===== config.mk =====
export PLATFORM = sky130hd
export DESIGN_NAME = cache_axi_arbiter_flat
export DESIGN_NICKNAME = d
export VERILOG_FILES = /design/src/rtl/cache_axi_arbiter_pkg.sv /design/src/rtl/cache_axi_arbiter_if.sv /design/src/rtl/cache_axi_arbiter_arb_rr2.sv /design/src/rtl/cache_axi_arbiter.sv /design/src/flat_wrapper.sv
export SDC_FILE = /design/constraint.sdc
export NUM_CORES = 1
export LEC_CHECK = 0
export BUFFER_PORTS_ARGS = -buffer_cell sky130_fd_sc_hd__buf_4
export CORE_AREA = 2 2 141 143
export DETAILED_ROUTE_END_ITERATION = 10
export DIE_AREA = 0 0 143 145
export GPL_ROUTABILITY_DRIVEN = 1
export MAX_ROUTING_LAYER = met4
export PLACE_DENSITY_LB_ADDON = 0.2
export SETUP_SLACK_MARGIN = 0.2
export SLEW_MARGIN = 40
export SYNTH_ARGS = -nofsm -noshare
export SYNTH_HDL_FRONTEND = slang
export SYNTH_SLANG_ARGS = --single-unit

===== constraint.sdc =====
create_clock -name clk -period 2.3 [get_ports clk]
set_input_delay 0.46 -clock clk [delete_from_list [all_inputs] [get_ports clk]]
set_output_delay 0.46 -clock clk [all_outputs]
set_load 0.005 [all_outputs]

===== src/rtl/cache_axi_arbiter_pkg.sv =====
// Shared types and line geometry for the cache-side AXI arbiter.
// Line alignment helper masks request addresses down to a line boundary.
package cache_axi_pkg;
    localparam int BEATS      = 8;
    localparam int LINE_BYTES = 32;
    localparam int CNT_W      = $clog2(BEATS);

    typedef enum logic {OWN_IC = 1'b0, OWN_DC = 1'b1} owner_e;
    typedef enum logic [1:0] {R_IDLE, R_ISSUE, R_DATA, R_DONE} rstate_e;
    typedef enum logic [1:0] {W_IDLE, W_ISSUE, W_DATA, W_DONE} wstate_e;

    function automatic logic [31:0] line_align(input logic [31:0] addr);
        return addr & ~32'(LINE_BYTES - 1);
    endfunction
endpackage


===== src/rtl/cache_axi_arbiter_if.sv =====
// Cache-side requester and AXI-bridge signals of the arbiter, grouped as one bundle.
// slave = arbiter view, master = environment (caches + bridge) view.
interface cache_axi_arbiter_if;
    logic        ic_rreq;
    logic [31:0] ic_raddr;
    logic [31:0] ic_rdata;
    logic        ic_rvalid;
    logic        ic_rdone;
    logic        dc_rreq;
    logic [31:0] dc_raddr;
    logic [31:0] dc_rdata;
    logic        dc_rvalid;
    logic        dc_rdone;
    logic        dc_wreq;
    logic [31:0] dc_waddr;
    logic [31:0] dc_wdata;
    logic [3:0]  dc_wsel;
    logic        dc_wnext;
    logic        dc_wdone;
    logic        axi_ce;
    logic        axi_ren;
    logic        axi_wen;
    logic [31:0] axi_raddr;
    logic [31:0] axi_waddr;
    logic [31:0] axi_wdata;
    logic [3:0]  axi_wsel;
    logic [7:0]  axi_rlen;
    logic [7:0]  axi_wlen;
    logic        axi_rready;
    logic        axi_wvalid;
    logic        axi_wlast;
    logic [31:0] axi_rdata;
    logic        axi_rdata_valid;
    logic        axi_wdata_resp;

    modport slave (
        input  ic_rreq, ic_raddr, dc_rreq, dc_raddr,
        input  dc_wreq, dc_waddr, dc_wdata, dc_wsel,
        input  axi_rdata, axi_rdata_valid, axi_wdata_resp,
        output ic_rdata, ic_rvalid, ic_rdone, dc_rdata, dc_rvalid, dc_rdone,
        output dc_wnext, dc_wdone,
        output axi_ce, axi_ren, axi_wen, axi_raddr, axi_waddr, axi_wdata, axi_wsel,
        output axi_rlen, axi_wlen, axi_rready, axi_wvalid, axi_wlast
    );

    modport master (
        output ic_rreq, ic_raddr, dc_rreq, dc_raddr,
        output dc_wreq, dc_waddr, dc_wdata, dc_wsel,
        output axi_rdata, axi_rdata_valid, axi_wdata_resp,
        input  ic_rdata, ic_rvalid, ic_rdone, dc_rdata, dc_rvalid, dc_rdone,
        input  dc_wnext, dc_wdone,
        input  axi_ce, axi_ren, axi_wen, axi_raddr, axi_waddr, axi_wdata, axi_wsel,
        input  axi_rlen, axi_wlen, axi_rready, axi_wvalid, axi_wlast
    );
endinterface


===== src/rtl/cache_axi_arbiter_arb_rr2.sv =====
// Two-way refill arbiter, combinational grant; ARB_ROUND_ROBIN_EN selects round-robin,
// otherwise fixed priority DCache over ICache. No backpressure: caller decides when to take the grant.
module arb_rr2 import cache_axi_pkg::*; (
`ifdef ARB_ROUND_ROBIN_EN
    input  logic   i_clk,
    input  logic   i_rst,
    input  logic   i_advance,
`endif
    input  logic   i_req_ic,
    input  logic   i_req_dc,
    output logic   o_grant,
    output owner_e o_owner
);
    assign o_grant = i_req_ic | i_req_dc;

`ifdef ARB_ROUND_ROBIN_EN
    owner_e r_last;

    always_ff @(posedge i_clk) begin
        if (i_rst)
            r_last <= OWN_IC;
        else if (i_advance)
            r_last <= o_owner;
    end

    // On a collision the requester not served last wins
    always_comb begin
        o_owner = OWN_IC;
        if (i_req_ic && i_req_dc)
            o_owner = (r_last == OWN_IC) ? OWN_DC : OWN_IC;
        else if (i_req_dc)
            o_owner = OWN_DC;
    end
`else
    assign o_owner = i_req_dc ? OWN_DC : OWN_IC;
`endif
endmodule


===== src/rtl/cache_axi_arbiter.sv =====
// Shares the AXI bridge cache port between ICache refill, DCache refill and DCache writeback;
// bursts are issue/data/done sequenced, refills to a line with a writeback in flight wait (ARB_ROUND_ROBIN_EN: RR arbitration).
module cache_axi_arbiter import cache_axi_pkg::*; (
    input logic                 clk,
    input logic                 rst,
    cache_axi_arbiter_if.slave  bus
);
    localparam logic [CNT_W-1:0] CNT_LAST = CNT_W'(BEATS - 1);

    rstate_e          r_rstate, w_rstate_nxt;
    wstate_e          r_wstate, w_wstate_nxt;
    owner_e           r_owner;
    logic [31:0]      r_raddr;
    logic [31:0]      r_waddr;
    logic [CNT_W-1:0] r_rcnt;
    logic [CNT_W-1:0] r_wcnt;

    logic   w_haz_ic, w_haz_dc;
    logic   w_req_ic, w_req_dc;
    logic   w_arb_grant;
    owner_e w_arb_owner;
    logic   w_take;
    logic   w_beat;
    logic   w_wbeat;

    // A refill may not overtake a writeback of the same line
    assign w_haz_ic = (r_wstate != W_IDLE) && (line_align(bus.ic_raddr) == r_waddr);
    assign w_haz_dc = (r_wstate != W_IDLE) && (line_align(bus.dc_raddr) == r_waddr);
    assign w_req_ic = bus.ic_rreq & ~w_haz_ic;
    assign w_req_dc = bus.dc_rreq & ~w_haz_dc;

    assign w_take  = (r_rstate == R_IDLE) && w_arb_grant;
    assign w_beat  = (r_rstate == R_DATA) && bus.axi_rdata_valid;
    assign w_wbeat = (r_wstate == W_DATA) && bus.axi_wdata_resp;

    arb_rr2 u_arb (
`ifdef ARB_ROUND_ROBIN_EN
        .i_clk     (clk),
        .i_rst     (rst),
        .i_advance (w_take),
`endif
        .i_req_ic  (w_req_ic),
        .i_req_dc  (w_req_dc),
        .o_grant   (w_arb_grant),
        .o_owner   (w_arb_owner)
    );

    always_ff @(posedge clk) begin
        if (rst) begin
            r_rstate <= R_IDLE;
            r_wstate <= W_IDLE;
            r_owner  <= OWN_IC;
            r_raddr  <= '0;
            r_waddr  <= '0;
            r_rcnt   <= '0;
            r_wcnt   <= '0;
        end else begin
            r_rstate <= w_rstate_nxt;
            r_wstate <= w_wstate_nxt;
            if (w_take) begin
                r_owner <= w_arb_owner;
                r_raddr <= line_align((w_arb_owner == OWN_DC) ? bus.dc_raddr : bus.ic_raddr);
            end
            if (w_beat)
                r_rcnt <= (r_rcnt == CNT_LAST) ? '0 : r_rcnt + CNT_W'(1);
            // Latched on entry so the hazard compare is already valid during W_ISSUE
            if ((r_wstate == W_IDLE) && bus.dc_wreq)
                r_waddr <= line_align(bus.dc_waddr);
            if (w_wbeat)
                r_wcnt <= (r_wcnt == CNT_LAST) ? '0 : r_wcnt + CNT_W'(1);
        end
    end

    always_comb begin
        w_rstate_nxt   = r_rstate;
        bus.ic_rdata   = '0;
        bus.ic_rvalid  = 1'b0;
        bus.ic_rdone   = 1'b0;
        bus.dc_rdata   = '0;
        bus.dc_rvalid  = 1'b0;
        bus.dc_rdone   = 1'b0;
        bus.axi_ren    = 1'b0;
        bus.axi_rready = 1'b0;
        case (r_rstate)
            R_IDLE: begin
                if (w_arb_grant)
                    w_rstate_nxt = R_ISSUE;
            end
            R_ISSUE: begin
                bus.axi_ren  = 1'b1;
                w_rstate_nxt = R_DATA;
            end
            R_DATA: begin
                bus.axi_rready = 1'b1;
                if (w_beat) begin
                    if (r_owner == OWN_DC) begin
                        bus.dc_rvalid = 1'b1;
                        bus.dc_rdata  = bus.axi_rdata;
                    end else begin
                        bus.ic_rvalid = 1'b1;
                        bus.ic_rdata  = bus.axi_rdata;
                    end
                    if (r_rcnt == CNT_LAST)
                        w_rstate_nxt = R_DONE;
                end
            end
            R_DONE: begin
                if (r_owner == OWN_DC)
                    bus.dc_rdone = 1'b1;
                else
                    bus.ic_rdone = 1'b1;
                w_rstate_nxt = R_IDLE;
            end
            default: w_rstate_nxt = R_IDLE;
        endcase
    end

    always_comb begin
        w_wstate_nxt   = r_wstate;
        bus.dc_wnext   = 1'b0;
        bus.dc_wdone   = 1'b0;
        bus.axi_wen    = 1'b0;
        bus.axi_wvalid = 1'b0;
        bus.axi_wlast  = 1'b0;
        bus.axi_wdata  = '0;
        bus.axi_wsel   = '0;
        case (r_wstate)
            W_IDLE: begin
                if (bus.dc_wreq)
                    w_wstate_nxt = W_ISSUE;
            end
            W_ISSUE: begin
                bus.axi_wen  = 1'b1;
                w_wstate_nxt = W_DATA;
            end
            W_DATA: begin
                bus.axi_wvalid = 1'b1;
                bus.axi_wdata  = bus.dc_wdata;
                bus.axi_wsel   = bus.dc_wsel;
                bus.dc_wnext   = bus.axi_wdata_resp;
                bus.axi_wlast  = (r_wcnt == CNT_LAST);
                if (w_wbeat && (r_wcnt == CNT_LAST))
                    w_wstate_nxt = W_DONE;
            end
            W_DONE: begin
                bus.dc_wdone = 1'b1;
                w_wstate_nxt = W_IDLE;
            end
            default: w_wstate_nxt = W_IDLE;
        endcase
    end

    assign bus.axi_ce    = bus.axi_ren | bus.axi_wen;
    assign bus.axi_raddr = r_raddr;
    assign bus.axi_waddr = r_waddr;
    assign bus.axi_rlen  = 8'(BEATS - 1);
    assign bus.axi_wlen  = 8'(BEATS - 1);

    a_owner_holds_req: assert property (@(posedge clk) disable iff (rst)
        (r_rstate inside {R_ISSUE, R_DATA}) |->
            ((r_owner == OWN_DC) ? bus.dc_rreq : bus.ic_rreq));
endmodule


===== src/flat_wrapper.sv =====
// flat-port wrapper written by rule: the top's interface ports become plain ports
module cache_axi_arbiter_flat import cache_axi_pkg::*;
  (clk, rst, bus_ic_rreq, bus_ic_raddr, bus_dc_rreq, bus_dc_raddr, bus_dc_wreq, bus_dc_waddr, bus_dc_wdata, bus_dc_wsel, bus_axi_rdata, bus_axi_rdata_valid, bus_axi_wdata_resp, bus_ic_rdata, bus_ic_rvalid, bus_ic_rdone, bus_dc_rdata, bus_dc_rvalid, bus_dc_rdone, bus_dc_wnext, bus_dc_wdone, bus_axi_ce, bus_axi_ren, bus_axi_wen, bus_axi_raddr, bus_axi_waddr, bus_axi_wdata, bus_axi_wsel, bus_axi_rlen, bus_axi_wlen, bus_axi_rready, bus_axi_wvalid, bus_axi_wlast);
  cache_axi_arbiter_if bus_i ();
  input logic clk;
  input logic rst;
  input wire logic [$bits(bus_i.ic_rreq)-1:0] bus_ic_rreq;
  input wire logic [$bits(bus_i.ic_raddr)-1:0] bus_ic_raddr;
  input wire logic [$bits(bus_i.dc_rreq)-1:0] bus_dc_rreq;
  input wire logic [$bits(bus_i.dc_raddr)-1:0] bus_dc_raddr;
  input wire logic [$bits(bus_i.dc_wreq)-1:0] bus_dc_wreq;
  input wire logic [$bits(bus_i.dc_waddr)-1:0] bus_dc_waddr;
  input wire logic [$bits(bus_i.dc_wdata)-1:0] bus_dc_wdata;
  input wire logic [$bits(bus_i.dc_wsel)-1:0] bus_dc_wsel;
  input wire logic [$bits(bus_i.axi_rdata)-1:0] bus_axi_rdata;
  input wire logic [$bits(bus_i.axi_rdata_valid)-1:0] bus_axi_rdata_valid;
  input wire logic [$bits(bus_i.axi_wdata_resp)-1:0] bus_axi_wdata_resp;
  output wire logic [$bits(bus_i.ic_rdata)-1:0] bus_ic_rdata;
  output wire logic [$bits(bus_i.ic_rvalid)-1:0] bus_ic_rvalid;
  output wire logic [$bits(bus_i.ic_rdone)-1:0] bus_ic_rdone;
  output wire logic [$bits(bus_i.dc_rdata)-1:0] bus_dc_rdata;
  output wire logic [$bits(bus_i.dc_rvalid)-1:0] bus_dc_rvalid;
  output wire logic [$bits(bus_i.dc_rdone)-1:0] bus_dc_rdone;
  output wire logic [$bits(bus_i.dc_wnext)-1:0] bus_dc_wnext;
  output wire logic [$bits(bus_i.dc_wdone)-1:0] bus_dc_wdone;
  output wire logic [$bits(bus_i.axi_ce)-1:0] bus_axi_ce;
  output wire logic [$bits(bus_i.axi_ren)-1:0] bus_axi_ren;
  output wire logic [$bits(bus_i.axi_wen)-1:0] bus_axi_wen;
  output wire logic [$bits(bus_i.axi_raddr)-1:0] bus_axi_raddr;
  output wire logic [$bits(bus_i.axi_waddr)-1:0] bus_axi_waddr;
  output wire logic [$bits(bus_i.axi_wdata)-1:0] bus_axi_wdata;
  output wire logic [$bits(bus_i.axi_wsel)-1:0] bus_axi_wsel;
  output wire logic [$bits(bus_i.axi_rlen)-1:0] bus_axi_rlen;
  output wire logic [$bits(bus_i.axi_wlen)-1:0] bus_axi_wlen;
  output wire logic [$bits(bus_i.axi_rready)-1:0] bus_axi_rready;
  output wire logic [$bits(bus_i.axi_wvalid)-1:0] bus_axi_wvalid;
  output wire logic [$bits(bus_i.axi_wlast)-1:0] bus_axi_wlast;
  assign bus_i.ic_rreq = bus_ic_rreq;
  assign bus_i.ic_raddr = bus_ic_raddr;
  assign bus_i.dc_rreq = bus_dc_rreq;
  assign bus_i.dc_raddr = bus_dc_raddr;
  assign bus_i.dc_wreq = bus_dc_wreq;
  assign bus_i.dc_waddr = bus_dc_waddr;
  assign bus_i.dc_wdata = bus_dc_wdata;
  assign bus_i.dc_wsel = bus_dc_wsel;
  assign bus_i.axi_rdata = bus_axi_rdata;
  assign bus_i.axi_rdata_valid = bus_axi_rdata_valid;
  assign bus_i.axi_wdata_resp = bus_axi_wdata_resp;
  assign bus_ic_rdata = bus_i.ic_rdata;
  assign bus_ic_rvalid = bus_i.ic_rvalid;
  assign bus_ic_rdone = bus_i.ic_rdone;
  assign bus_dc_rdata = bus_i.dc_rdata;
  assign bus_dc_rvalid = bus_i.dc_rvalid;
  assign bus_dc_rdone = bus_i.dc_rdone;
  assign bus_dc_wnext = bus_i.dc_wnext;
  assign bus_dc_wdone = bus_i.dc_wdone;
  assign bus_axi_ce = bus_i.axi_ce;
  assign bus_axi_ren = bus_i.axi_ren;
  assign bus_axi_wen = bus_i.axi_wen;
  assign bus_axi_raddr = bus_i.axi_raddr;
  assign bus_axi_waddr = bus_i.axi_waddr;
  assign bus_axi_wdata = bus_i.axi_wdata;
  assign bus_axi_wsel = bus_i.axi_wsel;
  assign bus_axi_rlen = bus_i.axi_rlen;
  assign bus_axi_wlen = bus_i.axi_wlen;
  assign bus_axi_rready = bus_i.axi_rready;
  assign bus_axi_wvalid = bus_i.axi_wvalid;
  assign bus_axi_wlast = bus_i.axi_wlast;
  cache_axi_arbiter u_core (.clk(clk), .rst(rst), .bus(bus_i));
endmodule

* Yosys cells after proc, flatten, opt, wreduce, memory -nomap -nowiden *
Cells that the tools add are included.
W data, S select, Z words.

word-level totals
  flip-flop bits (word level) = 65
  latch bits = 0
  RAM bits = 0
  memory bits (read-only) = 0
  input bits = 171
  logic and storage cells = 76
  memories = 0

operators by class
  add/subtract/negate cells = 2
  $mul = 0
  div/mod/pow operators = 0
  order comparisons = 0
  equal/unequal tests = 15
  shifts and indexed selects = 0
  multiplexer cells = 34
  bitwise logic cells = 6
  reductions and logical operators = 12

operators by type and width
  kind                   count
  $mux W32               8
  $eq A27 B27 Y1         2
  $mux W1                16
  $pmux W2 S4            2
  $mux W2                5
  $eq A2 B2 Y1 const B   4
  $logic_and A1 B1 Y1    7
  $add A3 B1 Y3 const B  2
  $eq A3 B3 Y1 const B   2
  $mux W3                2
  $ne A2 B2 Y1 const B   3
  $eq A2 B1 Y1 const B   2
  $logic_not A2 Y1       2
  $mux W4                1
  $ne A2 B1 Y1 const B   2
  $reduce_and A3 Y1      1
  $and A1 B1 Y1          2
  $not A1 Y1             2
  $or A1 B1 Y1           2
  $reduce_and A2 Y1      1
  $reduce_bool A2 Y1     1

* Longest topological paths before layout *
Gate-level depths: netlist of the first run.

  depth in word-level cells = 7
  gate-level depth with buffers = 9
  depth with buffers taken out = 7

* By module *
From an unflattened synthesis of the first run, not the netlist that was laid out.

second synthesis, totals
  cell total of the unflattened synthesis = 524
  area, all modules = 4192.8 µm²

modules (own cells, without submodules)
  module             times used  cells each  area an instance (µm²)
  cache_axi_arbiter  1           522         4179.0
  arb_rr2            1           2           13.8

* Worst setup path before layout of the first run *
Ideal clock, no wire load.

  kind = register to register
  start point = register u_core.r_wstate[0]
  end point = register u_core.r_raddr[10], in the netlist u_core.bus.axi_raddr[10]
  setup time = 0.123 ns
  data arrival time = 2.072 ns
  required time = 2.177 ns
  path slack = 0.105 ns
  stages on the path, launching flop included = 10
  path buffers = 2
  clock period less this slack = 2.195 ns
  path through = dfxtp_1 inv_1 ha_1 nor4_1 nand4_1 o41a_1 buf_2 buf_6 o31ai_2 a21oi_2

on the way
  cells in the longest elaborated chain, start to end = 6

RTL lines
  item                                             RTL line                                                          source
  start: declaration                               cache_axi_arbiter.sv:11                                           wstate_e r_wstate, w_wstate_nxt;
  start signal: assignment                         cache_axi_arbiter.sv:59                                           r_wstate <= w_wstate_nxt;
  $reduce_bool A2 Y1 *                             cache_axi_arbiter.sv:27, cache_axi_arbiter.sv:28
  $logic_and A1 B1 Y1 (on tied branches)           cache_axi_arbiter.sv:28, cache_axi_arbiter.sv:27
  $not A1 Y1 (on tied branches)                    cache_axi_arbiter.sv:30, cache_axi_arbiter.sv:29
  $and A1 B1 Y1 (on tied branches)                 cache_axi_arbiter.sv:30, cache_axi_arbiter.sv:29
  $mux W1 or $or A1 B1 Y1 (tied branches)          cache_axi_arbiter_arb_rr2.sv:35, cache_axi_arbiter_arb_rr2.sv:14
  $mux W32 or $logic_and A1 B1 Y1 (tied branches)  cache_axi_arbiter.sv:62, cache_axi_arbiter.sv:32
  end signal: assignment                           cache_axi_arbiter.sv:62                                           r_raddr <= line_align((w_arb_owner == OWN_DC) ? bus.dc_raddr : bus.ic_raddr);
  end: declaration                                 cache_axi_arbiter.sv:13                                           logic [31:0] r_raddr;

Mark *: on every way between the ends. The rest lies on a longest branch, timed or not.
A chain may end at the register's enable or synchronous reset.

* Worst setup path after layout of the first run *
  start point = register u_core.r_waddr[16], in the netlist u_core.bus.axi_waddr[16]
  end point = register u_core.r_rstate[1]

on the way
  cells in the longest elaborated chain, start to end = 7

RTL lines
  item                                    RTL line                                          source
  start: declaration                      cache_axi_arbiter.sv:14                           logic [31:0] r_waddr;
  start signal: assignment                cache_axi_arbiter.sv:68                           r_waddr <= line_align(bus.dc_waddr);
  $eq A27 B27 Y1 (on tied branches)       cache_axi_arbiter.sv:27, cache_axi_arbiter.sv:28
  $logic_and A1 B1 Y1 (on tied branches)  cache_axi_arbiter.sv:27, cache_axi_arbiter.sv:28
  $not A1 Y1 (on tied branches)           cache_axi_arbiter.sv:29, cache_axi_arbiter.sv:30
  $and A1 B1 Y1 (on tied branches)        cache_axi_arbiter.sv:29, cache_axi_arbiter.sv:30
  $or A1 B1 Y1 *                          cache_axi_arbiter_arb_rr2.sv:14                   assign o_grant = i_req_ic | i_req_dc;
  $ne A2 B1 Y1 (no source line) *         n/a
  $reduce_and A3 Y1 (no source line) *    n/a
  end signal: assignment                  cache_axi_arbiter.sv:58                           r_rstate <= w_rstate_nxt;
  end: declaration                        cache_axi_arbiter.sv:10                           rstate_e r_rstate, w_rstate_nxt;

Marked as above.

==> impl_summary.md, run 1 <==
Logic synthesis
The largest area contributor in the synthesized netlist is sky130_fd_sc_hd__dfxtp_1. The share of synthesized area in the top cell type comes to 0.290. A synthesized cell averages 8.43 sq um. The synthesized instance count is approximately 530. Sorting the synthesized cells by area gives the leading types as sky130_fd_sc_hd__dfxtp_1, sky130_fd_sc_hd__and2_1, sky130_fd_sc_hd__xor2_1.

In this run, distinct cell masters in the synthesized netlist total 34. The register bit total from synthesis is 65. During synthesis, Yosys emitted a total of 0 warnings. The cell area after technology mapping is approximately 0.0045 sq mm.

The sequential share of the synthesized area is 0.290.

Drt
The number of iterations in the first detailed-routing pass is 4. The number of DRC markers in iteration 0 is about 120. The final wirelength is 21.4 mm. After detailed routing, the number of vias per cell comes to between 4 and 5. The count of nets left with antenna violations once routing finished came out at 0. Summing over every cut layer, the via total after detailed routing is 5107. After detailed routing, the number of remaining DRC violations is 0.

The detailed-route wire length per cell is between 15 and 20 um.

Floorplanning
The floorplan step defined a core boundary enclosing approximately 0.019 sq mm. The starting density of the core is 0.234. The die covers a little over 0.02 sq mm. The floorplan step set the die width to 143 um. In this run the count of I/O pins placed on the die edge is ~360.

The floorplan has 51 rows. In this run the vertical extent of the chip is between 100 and 150 um.

Cells and area
In the final layout, the share of cells above drive strength 1 is 0.648. In the layout the commonest cells are sky130_fd_sc_hd__buf_4, sky130_fd_sc_hd__buf_6, sky130_fd_sc_hd__nand2_1. The commonest non-fill, non-tap cell in the layout is sky130_fd_sc_hd__buf_4.

Once layout is complete, the utilization of the core stands at 0.486. The area growth from synthesis to layout is 108%. With fillers left out, the area of the finished cells amounts to a little over 0.009 sq mm.

The net count of the finished layout is 1103. The number of antenna repair diodes is 0.

Place
The routability congestion estimate is between 0.7 and 0.8. In this run the tool buffered the top-level ports with around 320 buffer cells. The wire-length estimate of the detail-placed layout is 15.9 mm. The instance area after placement is roughly 0.0074 sq mm. The pre-CTS worst setup slack is -0.383 ns.

Critical path
The maximum net fanout on the critical path is 2. The worst setup path is launched from a register. The critical path arrival is 2.53 ns. STA classifies the critical path endpoint as a register.

The kind of critical path is reg -> reg. The required time reported for the critical path endpoint is 2.57 ns.

Pwr
VDD sags by at most slightly above 400 uV. Dividing total power by cell area gives a power density of just over 800 mW/mm^2. For this design the static power due to leakage is between 4 and 5 nW. Overall power consumption after layout is estimated at around 7.6 mW.

Timing
In the post-route analysis, the smallest setup slack over all paths is between 0.03 and 0.04 ns. The number of failing setup endpoints in the final timing report is 0. At the pin with the least slew margin, the transition time is 0.796 ns. Setup repair after global routing could not meet its margin everywhere. In the finished design, the share of the clock period the worst path needs comes to 0.985. Subtracting the final worst setup slack from the clock period gives about 2.3 ns. The worst pin sits at a relative slew slack of 0.470. The maximum clock rate is about 440 MHz. The final count of hold timing violations came to 0. The worst hold slack is 0.360 ns. The setup clock skew after layout is slightly below 0.009 ns.

The number of pins with negative max-slew slack in the final report came to 0.

Clock network
CTS placed an instance of sky130_fd_sc_hd__clkbuf_16 at the clock tree root. The CTS H-tree depth is 3. The number of buffers on the longest clock path is 2.

After clock tree synthesis, the clock-pin slew on the worst setup and hold paths is roughly 0.050 ns. The CTS tree is done. The total clock buffers created by CTS is 9. The tree built by TritonCTS fans out to 65 sinks. For the worst-skew pair, the clock arrives at the later sink with an insertion delay of around 0.34 ns.

GRT
The initial antenna violation count came to 0. The global-route wire length before repair is ~31 mm. The number of global-route vias before repair is a little over 5000. In the global route stage, overall resource usage came out at 0.202.

Entering global routing, the biggest net connects 37 pins. After global routing the overflow that remains totals 0.

Flow run
Across the run, the number of max-cap violations was 0.

Hold path
The worst hold path class is in -> reg.

Outcome
The flow ran to the end, and the final reports show no timing, DRC or antenna violations.
routing by layer:
layer  part of all wire  wire, um  vias to the layer above  track usage
met5                  0         0                        -            -
met4              0.019       410                        0       0.0564
met3              0.079      1680                       23       0.0574
met2               0.54     11500                      219        0.366
li1                   -         -                     2498            -
met1               0.36      7800                     2367        0.210
final cells by class:
type / count / area (sq um)
Fill cell: 1830 / 9880
Timing Repair Buffer: 411 / 3690
Multi-Input combinational cell: 425 / 3650
Sequential cell: 65 / 1330
Tap cell: 265 / 332
Clock buffer: 14 / 274
Clock inverter: 2 / 35.0
Inverter: 6 / 22.5
cell usage after synthesis (all sizes together):
cell type	count
a21oi	61
a221oi	1
a32o	1
and2	104
and3	1
buf	38
clkbuf	22
conb	2
dfxtp	65
ha	14
inv	6
mux2i	29
nand2	67
nand3	4
nand4	5
nor2	6
nor2b	3
nor3	4
nor4	11
o211a	1
o21a	1
o21ai	1
o31ai	27
o41a	1
o41ai	1
or2	2
xnor2	12
xor2	42
logic make-up after synthesis:
family                     after synthesis  synth area share
AOI/OAI and AO/OA                       95             0.166
xor gates and xnor gates                54             0.105
adders and majority gates               14            0.0391
buffers and inverters                   66            0.0873
DFF                                     65             0.290
muxes                                   29            0.0647
other                                    2           0.00167
and+or+nand+nor                        207             0.246
flip-flops by register name (all words and copies together), names as in the netlist:
register and flops:
u_core.bus.axi_raddr 27, u_core.bus.axi_waddr 27, u_core.r_owner 1, u_core.r_rcnt 3, u_core.r_rstate 2, u_core.r_wcnt 3, u_core.r_wstate 2
path summary, 6_finish.rpt:
| path | from | to | slack, ns | cells after the start |
|---|---|---|---|---|
| worst max-delay path | u_core.bus.axi_waddr[16]$_SDFFE_PP0P_ | u_core.r_rstate[1]$_SDFFE_PP0P_ | 0.03 | 9 |
| worst min-delay path | bus_dc_waddr[16] | u_core.bus.axi_waddr[16]$_SDFFE_PP0P_ | 0.36 | 3 |
| worst max register to register | u_core.bus.axi_waddr[16]$_SDFFE_PP0P_ | u_core.r_rstate[1]$_SDFFE_PP0P_ | 0.03 | 9 |
| worst min register to register | u_core.r_wcnt[2]$_SDFFE_PP0P_ | u_core.r_wcnt[2]$_SDFFE_PP0P_ | 0.46 | 2 |
power breakdown:
| group | leakage (nW) | switching, mW | internal, mW |
|---|---|---|---|
| combinational | 3.71 | 2.03 | 2.40 |
| clock | 0.153 | 0.519 | 0.927 |
| sequential | 0.541 | 0.310 | 1.43 |
| total | 4.40 | 2.86 | 4.76 |
per-stage QoR:
step | cells | setup TNS, ns
after floorplan | 556 | 0
after global routing | 1188 | -0.140
after CTS | 1181 | 0
final | 1188 | 0
after global placement | 1139 | -10.15
after detailed placement | 1139 | -10.54
worst max-delay path: stages (launching register included):
cell and delay, ns:
sky130_fd_sc_hd__dfxtp_4 0.35, sky130_fd_sc_hd__xor2_1 0.15, sky130_fd_sc_hd__nor4_2 0.35, sky130_fd_sc_hd__nand4_1 0.26, sky130_fd_sc_hd__buf_4 0.22, sky130_fd_sc_hd__buf_6 0.11
sky130_fd_sc_hd__o41ai_4 0.21, sky130_fd_sc_hd__buf_4 0.17, sky130_fd_sc_hd__a32o_2 0.21, sky130_fd_sc_hd__mux2i_1 0.17
what timing repair did:
item,in CTS,in global routing
hold buffers,0,0
gates cloned,7,3
endpoints found under the setup margin,97,71
endpoints found under the hold margin,0,0
resized for setup,132,141
pin swaps,50,78
setup buffers,19,4
No activity file was read; power rests on OpenSTA's default activity.
==> run 2: changes to the inputs <==
REMOVE_ABC_BUFFERS = 1   (was not set)
==> run 2 against run 1 <==
  * Largest power group unchanged
  * The run now ends with setup timing left
  * Critical path depth grew 3
  * Clock power shrank 3%
  * Critical endpoint is now u_core.bus.axi_raddr[12]$_SDFFE_PP0P_
  * Fmax shrank 4.1%
  * Clock-buffer cell count shrank 1
  * Clock skew shrank 0.0012 ns
  * Sequential cell count is the same
==> impl_summary.md, run 2 (synthesis gave the netlist of run 1 again) <==
Pwr
Of the total power, the share spent switching nets is 0.367. The power spent charging and discharging nets is between 2 and 3 mW. The internal power contribution is approximately 4.4 mW. The worst-case IR drop observed on VDD is between 300 and 400 uV.

The share of total power in the clock network is 0.201. The share of total power dissipated in sequential elements is 0.238. The design draws 6.99 mW.

The areal power density over the cells is about 810 mW/mm^2. The analysis attributes to cell leakage a power of between 4 and 5 nW. The share of total power dissipated in combinational logic is 0.561.

Clock network
After clock tree synthesis, the clock-pin slew on the worst setup and hold paths is roughly 0.06 ns. TritonCTS built the clock tree. Clock tree synthesis selected as its root buffer the cell sky130_fd_sc_hd__clkbuf_16.

The total clock buffers created by CTS is 9. The clock insertion delay at the later pin of the skew report is between 0.3 and 0.4 ns. Hold repair after CTS inserted 0 buffers.

In this run the number of H-tree levels came out at 3. The total number of clock tree sinks is 65. The number of buffers on the longest clock path is 2.

Timing
In the finished design, the share of the clock period the worst path needs comes to 1.03. The final count of hold timing violations is 0. The post-route worst setup slack is -0.0615 ns. Setup repair after global routing could not meet its margin everywhere. Clock skew on the completed layout was measured at 0.00746 ns. Across all hold checks on the routed design, the worst slack comes to around 0.37 ns. In the final timing run, aggregate negative setup slack is -0.915 ns.

The number of failing setup endpoints in the final timing report is 26. The smallest clock period supported by the final layout is computed as between 2 and 2.5 ns. The number of pins with negative max-slew slack in the final report is 0. Derived from the worst setup path, the maximum achievable clock frequency is approximately 420 MHz.

Drt
The number of iterations in the first detailed-routing pass is 4. The detailed-route wire length per cell is about 18 um. After detailed routing, the number of vias per cell comes to approximately 4.3. The total via count in the routed design is slightly above 5000. The final wirelength is 20.6 mm. In this run the remaining antenna-violating nets after routing total 0. The number of DRC violations after detailed routing is 0. The number of DRC markers in iteration 0 is about 170.

Cells and area
The share of layout cells above drive strength 1 is 0.593. The commonest non-fill, non-tap cell in the layout is sky130_fd_sc_hd__buf_4. In the final design database the tool counted approximately 1100 nets. Fill cells in the final layout number 1943. The final non-filler cell area is about 0.0087 sq mm. The top cell types in the final layout, fill and taps aside, are sky130_fd_sc_hd__buf_4, sky130_fd_sc_hd__and2_1, sky130_fd_sc_hd__nand2_1. The area growth from synthesis to layout is 93.6%.

The number of antenna repair diodes is 0.

Critical path
STA classifies the critical path startpoint as a register. The startpoint identified for the worst register-to-register timing path is u_core.r_wstate[0]$_SDFFE_PP0P_. In this run the worst setup path begins at u_core.r_wstate[0]$_SDFFE_PP0P_. STA puts the critical path data arrival time at roughly 2.6 ns. The signal on the critical path passes through inv_2 > ha_4 > buf_6 > nor4_4 > buf_4 > nand4_1 > buf_4 > o21ai_4 > buf_6 > buf_12 > mux2i_4 > a21oi_2. The top cell family by delay on the critical path is buffers and inverters. The maximum net fanout on the critical path is 5. The largest single stage delay on the critical path is about 0.33 ns. Data on the critical path is required at its endpoint by 2.52 ns. The sum of buffers and inverters on the critical path is 6. The type of element capturing the critical path is a register.

For this design, the slowest cell found on the critical path is sky130_fd_sc_hd__dfxtp_2. The worst setup path is of the reg -> reg kind.

Outcome
The run finished, with violations left. The checks that failed: setup timing.

Place
The routability congestion estimate is approximately 0.78. The instance area after placement is about 0.0074 sq mm. In this run the tool buffered the top-level ports with 321 buffer cells. The HPWL after detailed placement is 15.5 mm.

Floorplanning
The die covers ~0.021 sq mm. The floorplan row count is between 50 and 60. From bottom edge to top edge, the die measures approximately 150 um. around 360 I/O pins were placed. The die width is roughly 140 um.

For this configuration, the core starts out at a cell density of 0.234. The core region area is 0.0192 sq mm.

Hold path
The startpoint of the worst hold path is bus_dc_waddr[31]. The worst hold path class is in -> reg.

GRT
The number of global-route vias before repair is 4966. The first global-routing pass estimated roughly 30 mm of wire. Global routing finished with a remaining overflow of 0.

The largest net degree at the start of global routing is 38. The total routing resource utilization after global routing is 0.193. The initial antenna violation count is 0.

Flow run
The total of max-cap violations is 0.
run 2: cell types whose count changed in the layout (fill, tap and decap cells not counted), moves of 5 or more:
cell                      before  now
sky130_fd_sc_hd__buf_6        78   39
sky130_fd_sc_hd__and2_1       40   72
sky130_fd_sc_hd__and2_4       64   32
sky130_fd_sc_hd__buf_4       311  343
sky130_fd_sc_hd__o31ai_4      24    1
sky130_fd_sc_hd__o31ai_2       3   23
sky130_fd_sc_hd__mux2i_4       3   11
sky130_fd_sc_hd__a21oi_1      35   41
sky130_fd_sc_hd__a21oi_2      25   20
run 2: tightest hold or removal path, stage by stage:
cell and delay, ns:
sky130_fd_sc_hd__buf_4 0.11, sky130_fd_sc_hd__nand2_1 0.04, sky130_fd_sc_hd__a21oi_1 0.05
run 2: cell type report:
type | instances | area, sq um | area share
Clock buffer | 13 | 260 | 0.0300
Inverter | 6 | 22.5 | 0.00259
Tap cell | 265 | 332 | 0.0382
Sequential cell | 65 | 1310 | 0.151
Timing Repair Buffer | 398 | 3380 | 0.390
Multi-Input combinational cell | 425 | 3340 | 0.384
Clock inverter | 2 | 37.5 | 0.00432
run 2: metal layers:
layer / vias up / GRT usage / part of all wire
met5: - / - / 0
met4: 0 / 0.0381 / 0.0096
met3: 15 / 0.0426 / 0.069
met2: 207 / 0.340 / 0.52
met1: 2337 / 0.224 / 0.40
li1: 2471 / - / -
run 2: what timing repair did:
action,CTS,global route
cloned,6,2
resized for setup,83,73
endpoints found under the hold margin,0,0
endpoints found under the setup margin,119,90
pin swaps,42,35
buffers inserted,16,4
run 2: worst paths after layout:
check	to	slack [ns]	cells past startpoint
worst max-delay path	u_core.bus.axi_raddr[12]$_SDFFE_PP0P_	-0.06	12
worst max register to register	u_core.bus.axi_raddr[12]$_SDFFE_PP0P_	-0.06	12
worst min register to register	u_core.r_wcnt[2]$_SDFFE_PP0P_	0.46	2
worst min-delay path	u_core.bus.axi_waddr[31]$_SDFFE_PP0P_	0.37	3
run 2: per-stage QoR:
stage               worst slack (ns)  cells  utilization
floorplan                      -2.32    496            -
global placement              -0.467   1131        0.385
detailed placement            -0.407   1131        0.385
CTS                          -0.0586   1168        0.434
global route                  -0.214   1174        0.452
finish                       -0.0615   1174        0.452
run 2: power by group through the flow:
stage          combinational (mW)  sequential [mW]  clock, mW
6_report                     3.92             1.67       1.40
2_1_floorplan                1.36             1.68          0
4_1_cts                      3.76             1.66       1.43
5_1_grt                      4.23             1.70       1.49
3_3_place_gp                 3.28             1.66          0
3_5_place_dp                 3.27             1.66          0
==> run 3: changes to the inputs <==
==> constraint.sdc (replaced) <==
create_clock -name clk -period 1.9 [get_ports clk]
set_input_delay 0.095 -clock clk [delete_from_list [all_inputs] [get_ports clk]]
set_output_delay 0.095 -clock clk [all_outputs]
set_load 0.005 [all_outputs]
==> run 3 against run 2 <==
  * The run still ends with setup timing left
  * Critical path depth decreased by 4
  * Utilization grew 0.51 points
  * Sequential power increased by 21%
  * Sequential share of layout area shrank 0.13 points
  * Clock skew is 0.00068 ns lower
  * Clock-buffer cell count fell by 2
  * Routed wire length rose by 0.13%
  * Sequential cell count did not move
  * First-iteration DRC count fell by 31%
  * Final area increased by 1.1%
  * Non-clock buffer count is 16 higher
  * Register-to-register slack worse by 0.31 ns
  * Highest routed layer unchanged
==> impl_summary.md, run 3 (synthesis gave the netlist of run 1 again) <==
Place
Timing analysis after detailed placement gives a worst setup slack of -0.563 ns. After detailed placement, the design holds a cell count of roughly 1100. The instance area after placement is ~0.0075 sq mm. Input and output buffers added on the ports amount to 321. The routability congestion estimate is about 0.81. The wire-length estimate of the detail-placed layout is around 16 mm.

Critical path
The worst setup path startpoint is u_core.bus.axi_waddr[21]$_SDFFE_PP0P_. For flop-to-flop paths, the worst setup slack is -0.38 ns. The total stage count of the critical path is 8. The worst register-to-register path begins at u_core.bus.axi_waddr[21]$_SDFFE_PP0P_. The kind of critical path is reg -> reg. The worst register-to-register path has a depth of 8. The maximum net fanout on the critical path is 9.

The top cell family by delay on the critical path is simple AND/OR/NAND/NOR gates. The startpoint type of the worst setup path is a register. For this run, the slowest stage of the critical path takes 0.51 ns.

The timing endpoint of the critical path is u_core.bus.axi_raddr[22]$_SDFFE_PP0P_. The required time reported for the critical path endpoint is around 2.2 ns. The type of element capturing the critical path is a register.

Together, buffers and inverters on the worst path number 2. The critical path arrival is 2.55 ns. The cell at the slowest stage of the critical path is sky130_fd_sc_hd__o41a_4. Traced cell by cell, the critical path runs through xor2_2 > nor4_2 > buf_4 > nand4_1 > o41a_4 > or2_4 > clkbuf_16 > a21oi_2. The destination of the worst register-to-register timing path is u_core.bus.axi_raddr[22]$_SDFFE_PP0P_.

Drt
After detailed routing, no signal wire sits above met4. The mean number of vias per cell is between 4 and 5. For this block, wires on met1 add up to 8.07 mm. The number of nets with antenna violations after detailed routing is 0. After detailed routing, the met2 layer carries between 10 and 15 mm of wire.

The number of DRC violations after detailed routing is 0. The final wirelength is between 20 and 25 mm. Dividing the detail-routed wire length by the instance count gives 17.3 um. The total via count in the routed design is 5099. The pre-antenna-repair detailed-routing pass consisted of 4 iterations. The first routing iteration left between 100 and 150 violations. Detailed routing placed a total of about 1.6 mm of wire on met3.

Pwr
Summing internal, switching and leakage power gives 8.60 mW. IR analysis of the VDD net gives a maximum drop of about 500 uV. The leakage power total is ~4.2 nW. Dividing total power by cell area gives a power density of approximately 980 mW/mm^2.

Cells and area
The final layout contains about 1100 nets. Leaving out fill and tap cells, the most frequent cell in the layout is sky130_fd_sc_hd__buf_4. The finished cells cover ~0.0088 sq mm. The filler cell count is roughly 1900.

In the layout the commonest cells are sky130_fd_sc_hd__buf_4, sky130_fd_sc_hd__and2_1, sky130_fd_sc_hd__nand2_1. The post-route non-filler standard cell count is roughly 1200. Compared with the post-synthesis result, the final layout area differs by 95.8%. 0 antenna diodes ended up in the layout. The share of layout cells above drive strength 1 is 0.601.

GRT
The number of global-route vias before repair is 4898. The initial antenna violation count was 0. The first global-routing pass estimated between 20 and 30 mm of wire. The largest net degree at the start of global routing is 37. For this run the aggregate overflow at the end of global routing stands at 0. Across every metal layer, demand over resource in global routing totals 0.187.

Floorplanning
In this run the horizontal extent of the chip is around 140 um. The vertical die dimension is 145 um. The total area inside the core boundary comes to roughly 0.019 sq mm. The initial utilization of the core area, before any placement, comes to 0.234.

The floorplan has 51 rows. roughly 360 I/O pins were placed. The die covers 0.0207 sq mm.

Timing
The period utilization is 1.20. After layout, the worst setup slack is -0.375 ns. The setup TNS is -10.29 ns. The number of pins with negative max-slew slack in the final report is 0. The post-layout minimum cycle time is ~2.3 ns.

The setup clock skew after layout is between 0.006 and 0.007 ns. The final count of hold timing violations was 0. Setup violations remaining at the end of the flow were counted as 30.

Derived from the worst setup path, the maximum achievable clock frequency is 440 MHz. Setup repair after global routing could not meet its margin everywhere.

Clock network
In this run, CTS created clock tree buffers numbering 9. The number of buffers on the longest clock path is 2. After clock tree synthesis, the clock-pin slew on the worst setup and hold paths is roughly 0.060 ns. The total number of clock tree sinks is 65. Clock tree synthesis selected as its root buffer the cell sky130_fd_sc_hd__clkbuf_16.

TritonCTS built the clock tree. The CTS H-tree depth is 3. The clock insertion delay at the later pin of the skew report is roughly 0.33 ns.

Outcome
The flow ran to the end, but the final reports show violations. The final reports fail on setup timing.

Hold path
The worst hold path class is in -> reg.

Flow run
The total of max-cap violations is 0.
## run 3: changes by cell type in the layout (fill, tap and decap cells not counted), sizes merged
cell         previous run  this run
and3                    1         3
buf                   396       405
bufinv                  1         2
clkbuf                 15        16
clkinv                  0         2
dlygate4sd3             0         4
## run 3: timing repair
action / 4_1_cts / 5_1_grt
cloned: 3 / 6
endpoints found under the setup margin: 128 / 104
endpoints found under the hold margin: 4 / 0
setup buffers: 8 / 7
resized for setup: 64 / 89
pin swaps: 17 / 41
hold buffers: 4 / 0
## run 3: worst min-delay path by stage
stage	cells past startpoint	slack, ns	startpoint	to
after global routing	3	0.01	bus_dc_waddr[15]	u_core.bus.axi_waddr[15]$_SDFFE_PP0P_
after detailed placement	3	0.35	bus_dc_waddr[22]	u_core.bus.axi_waddr[22]$_SDFFE_PP0P_
final	3	0.007	bus_dc_waddr[26]	u_core.bus.axi_waddr[26]$_SDFFE_PP0P_
after floorplan	1	0.16	rst	u_core.bus.axi_waddr[10]$_SDFFE_PP0P_
after global placement	3	0.35	bus_dc_waddr[26]	u_core.bus.axi_waddr[26]$_SDFFE_PP0P_
after CTS	3	0.0009	bus_dc_waddr[26]	u_core.bus.axi_waddr[26]$_SDFFE_PP0P_
## run 3: metrics by stage
stage / hold WS (ns) / util
3_3_place_gp: 0.348 / 0.391
4_1_cts: 0.000887 / 0.430
6_report: 0.00664 / 0.457
3_5_place_dp: 0.352 / 0.391
5_1_grt: 0.0103 / 0.457
2_1_floorplan: 0.164 / -
## run 3: cell type report
class	instances	area [sq um]	area share
clock buffer	11	253	0.0288
clock inverter	5	77.6	0.00883
inverter	6	22.5	0.00256
multi-input combinational	427	3300	0.376
sequential	65	1310	0.150
tap	265	332	0.0378
timing repair buffer	414	3480	0.396
## run 3: power by group
group | switching (mW) | leakage (nW) | total, mW | internal [mW]
sequential | 0.297 | 0.539 | 2.02 | 1.73
combinational | 2.18 | 3.54 | 4.74 | 2.56
clock | 0.624 | 0.162 | 1.84 | 1.21
total | 3.10 | 4.24 | 8.60 | 5.50
## run 3: worst min-delay path: cells and delay by family
family,cells,cell delay (ns)
buf+inv,1,0.11
simple gates,1,0.04
compound gates,1,0.05
## run 3: layer usage
layer / vias to the layer above / global-route usage
li1: 2520 / -
met1: 2349 / 0.209
met2: 215 / 0.330
met3: 15 / 0.0512
met4: 0 / 0.0436
met5: - / -
